$ cat src/rtl/cpu_clk_sync.sv
// -----------------------------------------------------------------------------
// cpu_clk_sync
//   Brings the slow or manually toggled CPU clock level into the sys_clk
//   domain. The CPU datapath is clocked by sys_clk and qualified by the
//   single-cycle enables produced here, instead of by a derived clock.
//   Halt, single-step and resume control gate those enables, and a wrapping
//   counter tallies every cpu_ce pulse issued.
//
// Optional feature macro: CPU_CLK_FALL_EN
//   defined   : clk_fall and cpu_ce_n are generated; a single step runs a full
//               CPU cycle and returns to HALTED on the falling edge.
//   undefined : clk_fall and cpu_ce_n are tied low; a step returns to HALTED
//               on the rising edge.
//
// Ports
//   sys_clk      in   system clock, all logic on its rising edge
//   rst_n        in   asynchronous active-low reset
//   cpu_clk      in   asynchronous CPU clock level
//   halt         in   halt level, only its rising edge acts
//   step         in   single-step request pulse (sys_clk synchronous)
//   resume       in   resume request pulse (sys_clk synchronous)
//   clk_rise     out  one-cycle pulse per cpu_clk rising edge, ungated
//   clk_fall     out  one-cycle pulse per cpu_clk falling edge (optional)
//   cpu_ce       out  gated rising-edge enable to the CPU
//   cpu_ce_n     out  gated falling-edge enable to the CPU (optional)
//   halted       out  high while in HALTED
//   cycle_count  out  number of cpu_ce pulses issued, wraps silently
//
// State | meaning
//   ST_RUN        | enables pass freely
//   ST_HALTED     | all enables blocked, waiting for step or resume
//   ST_STEP       | one rising-edge enable allowed through
//   ST_STEP_ARMED | rise of the step passed, waiting for its fall
//                 | (only reachable with CPU_CLK_FALL_EN)
// -----------------------------------------------------------------------------
module cpu_clk_sync #(
  parameter int SYNC_STAGES = 2,
  parameter int CNT_W       = 16
) (
  input  logic             sys_clk,
  input  logic             rst_n,
  input  logic             cpu_clk,
  input  logic             halt,
  input  logic             step,
  input  logic             resume,
  output logic             clk_rise,
  output logic             clk_fall,
  output logic             cpu_ce,
  output logic             cpu_ce_n,
  output logic             halted,
  output logic [CNT_W-1:0] cycle_count
);

  typedef enum logic [1:0] {
    ST_RUN        = 2'd0,
    ST_HALTED     = 2'd1,
    ST_STEP       = 2'd2,
    ST_STEP_ARMED = 2'd3
  } state_t;

  logic [SYNC_STAGES-1:0] sync_q;
  logic                   sync_last;
  logic                   prev_q;
  logic                   rise_q;
  logic                   fall_w;
  logic                   halt_q;
  logic                   halt_edge;
  logic [CNT_W-1:0]       cnt_q;
  state_t                 state_q;

  assign sync_last = sync_q[SYNC_STAGES-1];
  assign halt_edge = halt & ~halt_q;

  // Synchroniser chain, previous level and registered rise pulse.
  always_ff @(posedge sys_clk or negedge rst_n) begin
    if (!rst_n) begin
      sync_q <= '0;
      prev_q <= 1'b0;
      rise_q <= 1'b0;
      halt_q <= 1'b0;
    end else begin
      sync_q <= {sync_q[SYNC_STAGES-2:0], cpu_clk};
      prev_q <= sync_last;
      rise_q <= sync_last & ~prev_q;
      halt_q <= halt;
    end
  end

`ifdef CPU_CLK_FALL_EN
  logic fall_q;

  always_ff @(posedge sys_clk or negedge rst_n) begin
    if (!rst_n) begin
      fall_q <= 1'b0;
    end else begin
      fall_q <= ~sync_last & prev_q;
    end
  end

  assign fall_w   = fall_q;
  assign cpu_ce_n = fall_q & ((state_q == ST_RUN) | (state_q == ST_STEP_ARMED));
`else
  assign fall_w   = 1'b0;
  assign cpu_ce_n = 1'b0;
`endif

  // Control FSM. Resume wins over everything outside RUN; halt edges are
  // only honoured in RUN so a step in flight always completes.
  always_ff @(posedge sys_clk or negedge rst_n) begin
    if (!rst_n) begin
      state_q <= ST_RUN;
    end else begin
      case (state_q)
        ST_RUN: begin
          if (halt_edge) state_q <= ST_HALTED;
        end
        ST_HALTED: begin
          if (resume)    state_q <= ST_RUN;
          else if (step) state_q <= ST_STEP;
        end
        ST_STEP: begin
          if (resume) state_q <= ST_RUN;
`ifdef CPU_CLK_FALL_EN
          else if (rise_q) state_q <= ST_STEP_ARMED;
`else
          else if (rise_q) state_q <= ST_HALTED;
`endif
        end
`ifdef CPU_CLK_FALL_EN
        ST_STEP_ARMED: begin
          if (resume)      state_q <= ST_RUN;
          else if (fall_w) state_q <= ST_HALTED;
        end
`endif
        default: state_q <= ST_RUN;
      endcase
    end
  end

  assign cpu_ce = rise_q & ((state_q == ST_RUN) | (state_q == ST_STEP));
  assign halted = (state_q == ST_HALTED);

  always_ff @(posedge sys_clk or negedge rst_n) begin
    if (!rst_n) begin
      cnt_q <= '0;
    end else if (cpu_ce) begin
      cnt_q <= cnt_q + CNT_W'(1);
    end
  end

  assign clk_rise    = rise_q;
  assign clk_fall    = fall_w;
  assign cycle_count = cnt_q;

endmodule
$ cat config.mk
export PLATFORM = sky130hd
export DESIGN_NAME = cpu_clk_sync
export DESIGN_NICKNAME = d
export VERILOG_FILES = /design/src/rtl/cpu_clk_sync.sv
export SDC_FILE = /design/constraint.sdc
export NUM_CORES = 1
export LEC_CHECK = 0
export CORE_MARGIN = 2
export CORE_UTILIZATION = 42
export DETAILED_ROUTE_END_ITERATION = 8
export GPL_ROUTABILITY_DRIVEN = 0
export PLACE_DENSITY = 0.74
export REMOVE_ABC_BUFFERS = 1
export SYNTH_ARGS = -nofsm -noshare
export SYNTH_HDL_FRONTEND = slang
export SYNTH_SLANG_ARGS = --single-unit
$ cat constraint.sdc
create_clock -name sys_clk -period 1.45 [get_ports sys_clk]
set_input_delay 0.29 -clock sys_clk [delete_from_list [all_inputs] [get_ports sys_clk]]
set_output_delay 0.29 -clock sys_clk [all_outputs]
set_load 0.03 [all_outputs]
==> flow_summary.yaml <==
critical_path:
  critPathLaunchType: "register"
  r2r_slack_ns: 0.01
  r2r-end: "cycle_count[12]"
  endpoint: "cycle_count[12]"
  critPathCaptureType: "register"
  startpoint: "cycle_count[0]"
  worstRegToRegCells: 6
  reg2reg_from: "cycle_count[0]"
  crit_fanout: 4
  arrival_ns: 1.67
  required_ns: 1.69
  critPathKind: "register to register"
timing:
  fin_crit_sh_pct: 99.0
  fmax_mhz: 697
  skew_ns: 0.00534
  layout_setup_ws_ns: 0.0146
  min_period_ns: 1.44
  whs_ns: 0.324
  setup_viol: 0
  hold_viol: 0
  maxSlewViolCount: 0
  rsz0062_at_grt: "yes"
floorplan:
  coreArea_sq_um: 2250
  die_h_um: 53.2
  start_util_pct: 45.1
  die_w_um: 53.2
  rows: 17
  dieArea_sq_um: 2830
  pin_count: 27
power_and_ir_drop:
  p_int_w: 0.00109
  p_comb_share_pct: 34.3
  seqPwrFrac_pct: 48.5
  vdd_drop_max_v: 0.00126
  p_leak_nw: 0.712
  switching_power_w: 0.000579
  power_frac_clock_pct: 17.2
  switching_share_pct: 34.7
  p_total_w: 0.00167
  power.density_nw_per_um2: 1160
global_routing:
  grt_overflow: 0
  grt_usage_pct: 15.7
  met3_usage_pct: 2.82
  grt_busiest_layer: "met2"
  grt_pass1_vias: 763
  use_met2_pct: 27.1
  grt_max_degree: 24
  grt_pass1_wl_um: 3230
  grt_util_met1_pct: 19.3
  antenna_found_initial: 0
placed_design:
  hpwl_um: 1300
  port_buffers: 24
  place_ws_ns: -0.0191
  dpl_cell_area_sq_um: 1350
clocking:
  cts.sinks: 23
  cts_tree: "done"
  cts_buffers: 3
  cts_hold_buf: 0
  path_clk_slew_ns: 0.12
  cts_root_buf: "clkbuf_4"
  cts_buffer_depth: 2
  clock_latency_ns: 0.31
  h-tree-depth: 1
detailed_routing:
  drc_errors: 0
  first_iter_violations: 9
  routed_wl_um: 1800
  wire_per_inst_um: 11.7
  antenna_left: 0
  dr.pass1.iters: 4
  via_per_inst: 4.82
  vias: 743
cells_and_area:
  final_nets: 134
  drive_gt1_share_pct: 33.3
  syn_to_final_growth_pct: 41.9
  diodes: 0
  final_area_sq_um: 1440
  post-route-util_pct: 63.9
yosys:
  yosysSeqAreaShare_pct: 56.7
  synth_edf_count: 0
  ys_types: 28
  syn_avg_cell_area_sq_um: 12.1
  yosys_warnings: 0
  ys_seq_elements: 23
  synth_top_flop_cell: "dfrtp_1"
  async_flop_share_pct: 100
  syn_inst: 84
  synth.cell_area_sq_um: 1020
flow_run:
  drv_cap: 0
status:
  status: "finished clean"
min_path:
  hold_class: "input pin to async pin"
[kinds of logic (layout without fill, tap and decap cells)]
family	after synthesis	in the layout	synth area share (%)
adders and majority gates	1	1	1.23
muxes	1	1	1.11
DFF	23	23	56.7
other	1	2	0.369
and+or+nand+nor	35	35	21.7
xor gates and xnor gates	15	15	13.7
AOI/OAI and AO/OA	3	3	1.97
buffers and inverters	5	46	3.32
[layout make-up]
cell class	instances	area [sq um]
Sequential cell	23	577
Fill cell	200	813
Tap cell	28	35.0
Timing Repair Buffer	40	350
Clock buffer	4	26.3
Inverter	2	7.51
Multi-Input combinational cell	57	445
[worst min path at each step]
stage | slack (ns) | cells past startpoint | startpoint | end
floorplan | -0.006 | 0 | rst_n | clk_rise
global route | 0.33 | 2 | rst_n | cycle_count[11]
detailed placement | 0.34 | 0 | sync_q[0] | sync_q[1]
global placement | 0.34 | 0 | sync_q[0] | sync_q[1]
finish | 0.32 | 2 | rst_n | cycle_count[10]
CTS | 0.33 | 2 | rst_n | cycle_count[10]
[critical path: stages (launching register included)]
cell and delay [ns]:
dfrtp_1 0.40, ha_2 0.20, nand2_2 0.06, or3_4 0.34, buf_6 0.15, nor2_4 0.08
xor2_1 0.14
[metal layers]
metal  vias to the layer above  wire length, um  share of wire, %
met2                        25              899                50
met1                       355              777                43
met5                         -                0                 0
li1                        359                -                 -
met3                         4              105               5.8
met4                         0               19               1.1
[sequential cells by signal, indices dropped and copies added (netlist names)]
register / flops
halt_q: 1
state_q: 2
prev_q: 1
clk_rise: 1
cycle_count: 16
sync_q: 2
[power groups by stage]
stage	clock network, W	registers (W)	logic, W
after floorplan	0	0.000962	0.000138
after global placement	0	0.000820	0.000504
after detailed placement	0	0.000826	0.000507
after CTS	0.000301	0.000813	0.000515
after global routing	0.000329	0.000823	0.000624
final	0.000288	0.000810	0.000573
[per-stage QoR]
| step | instances | setup TNS, ns |
|---|---|---|
| floorplan | 82 | -1.41 |
| global placement | 145 | 0 |
| detailed placement | 145 | -0.0277 |
| CTS | 151 | -0.0210 |
| global route | 154 | -0.108 |
| finish | 154 | 0 |
[cells in the mapped netlist (2+ instances only)]
master,instances,area [sq um]
dfrtp_1,23,576
nand2_1,8,30.0
xnor2_1,7,61.3
xor2_1,7,61.3
nor2_1,5,18.8
nand3_1,4,20.0
nor2b_1,3,18.8
buf_4,2,15.0
inv_1,2,7.51
nand4_1,2,12.5
nor2_2,2,12.5
nor3_2,2,20.0
nor3b_1,2,15.0
[cells in the final DEF (no fill, tap or decap), drive strengths merged]
master / instances
nor3b: 2
inv: 2
ha: 1
nor2: 8
xor2: 7
nand4: 2
nor2b: 3
a21oi: 1
nand3: 4
nand3b: 1
mux2: 1
nand2: 8
nor3: 2
and3: 1
or2: 1
or3: 1
dfrtp: 23
conb: 2
nand2b: 1
clkdlybuf4s50: 5
dlygate4sd2: 6
xnor2: 8
buf: 18
o2bb2ai: 1
a31oi: 1
clkbuf: 7
clkdlybuf4s15: 8
and4: 1
[timing repair]
| action | 4_1_cts | 5_1_grt |
|---|---|---|
| setup buffers | 2 | 3 |
| setup endpoints to repair | 22 | 17 |
| pin swaps | 1 | 3 |
| resized for setup | 34 | 13 |
Note: power is estimated with default switching activity, not from simulation.
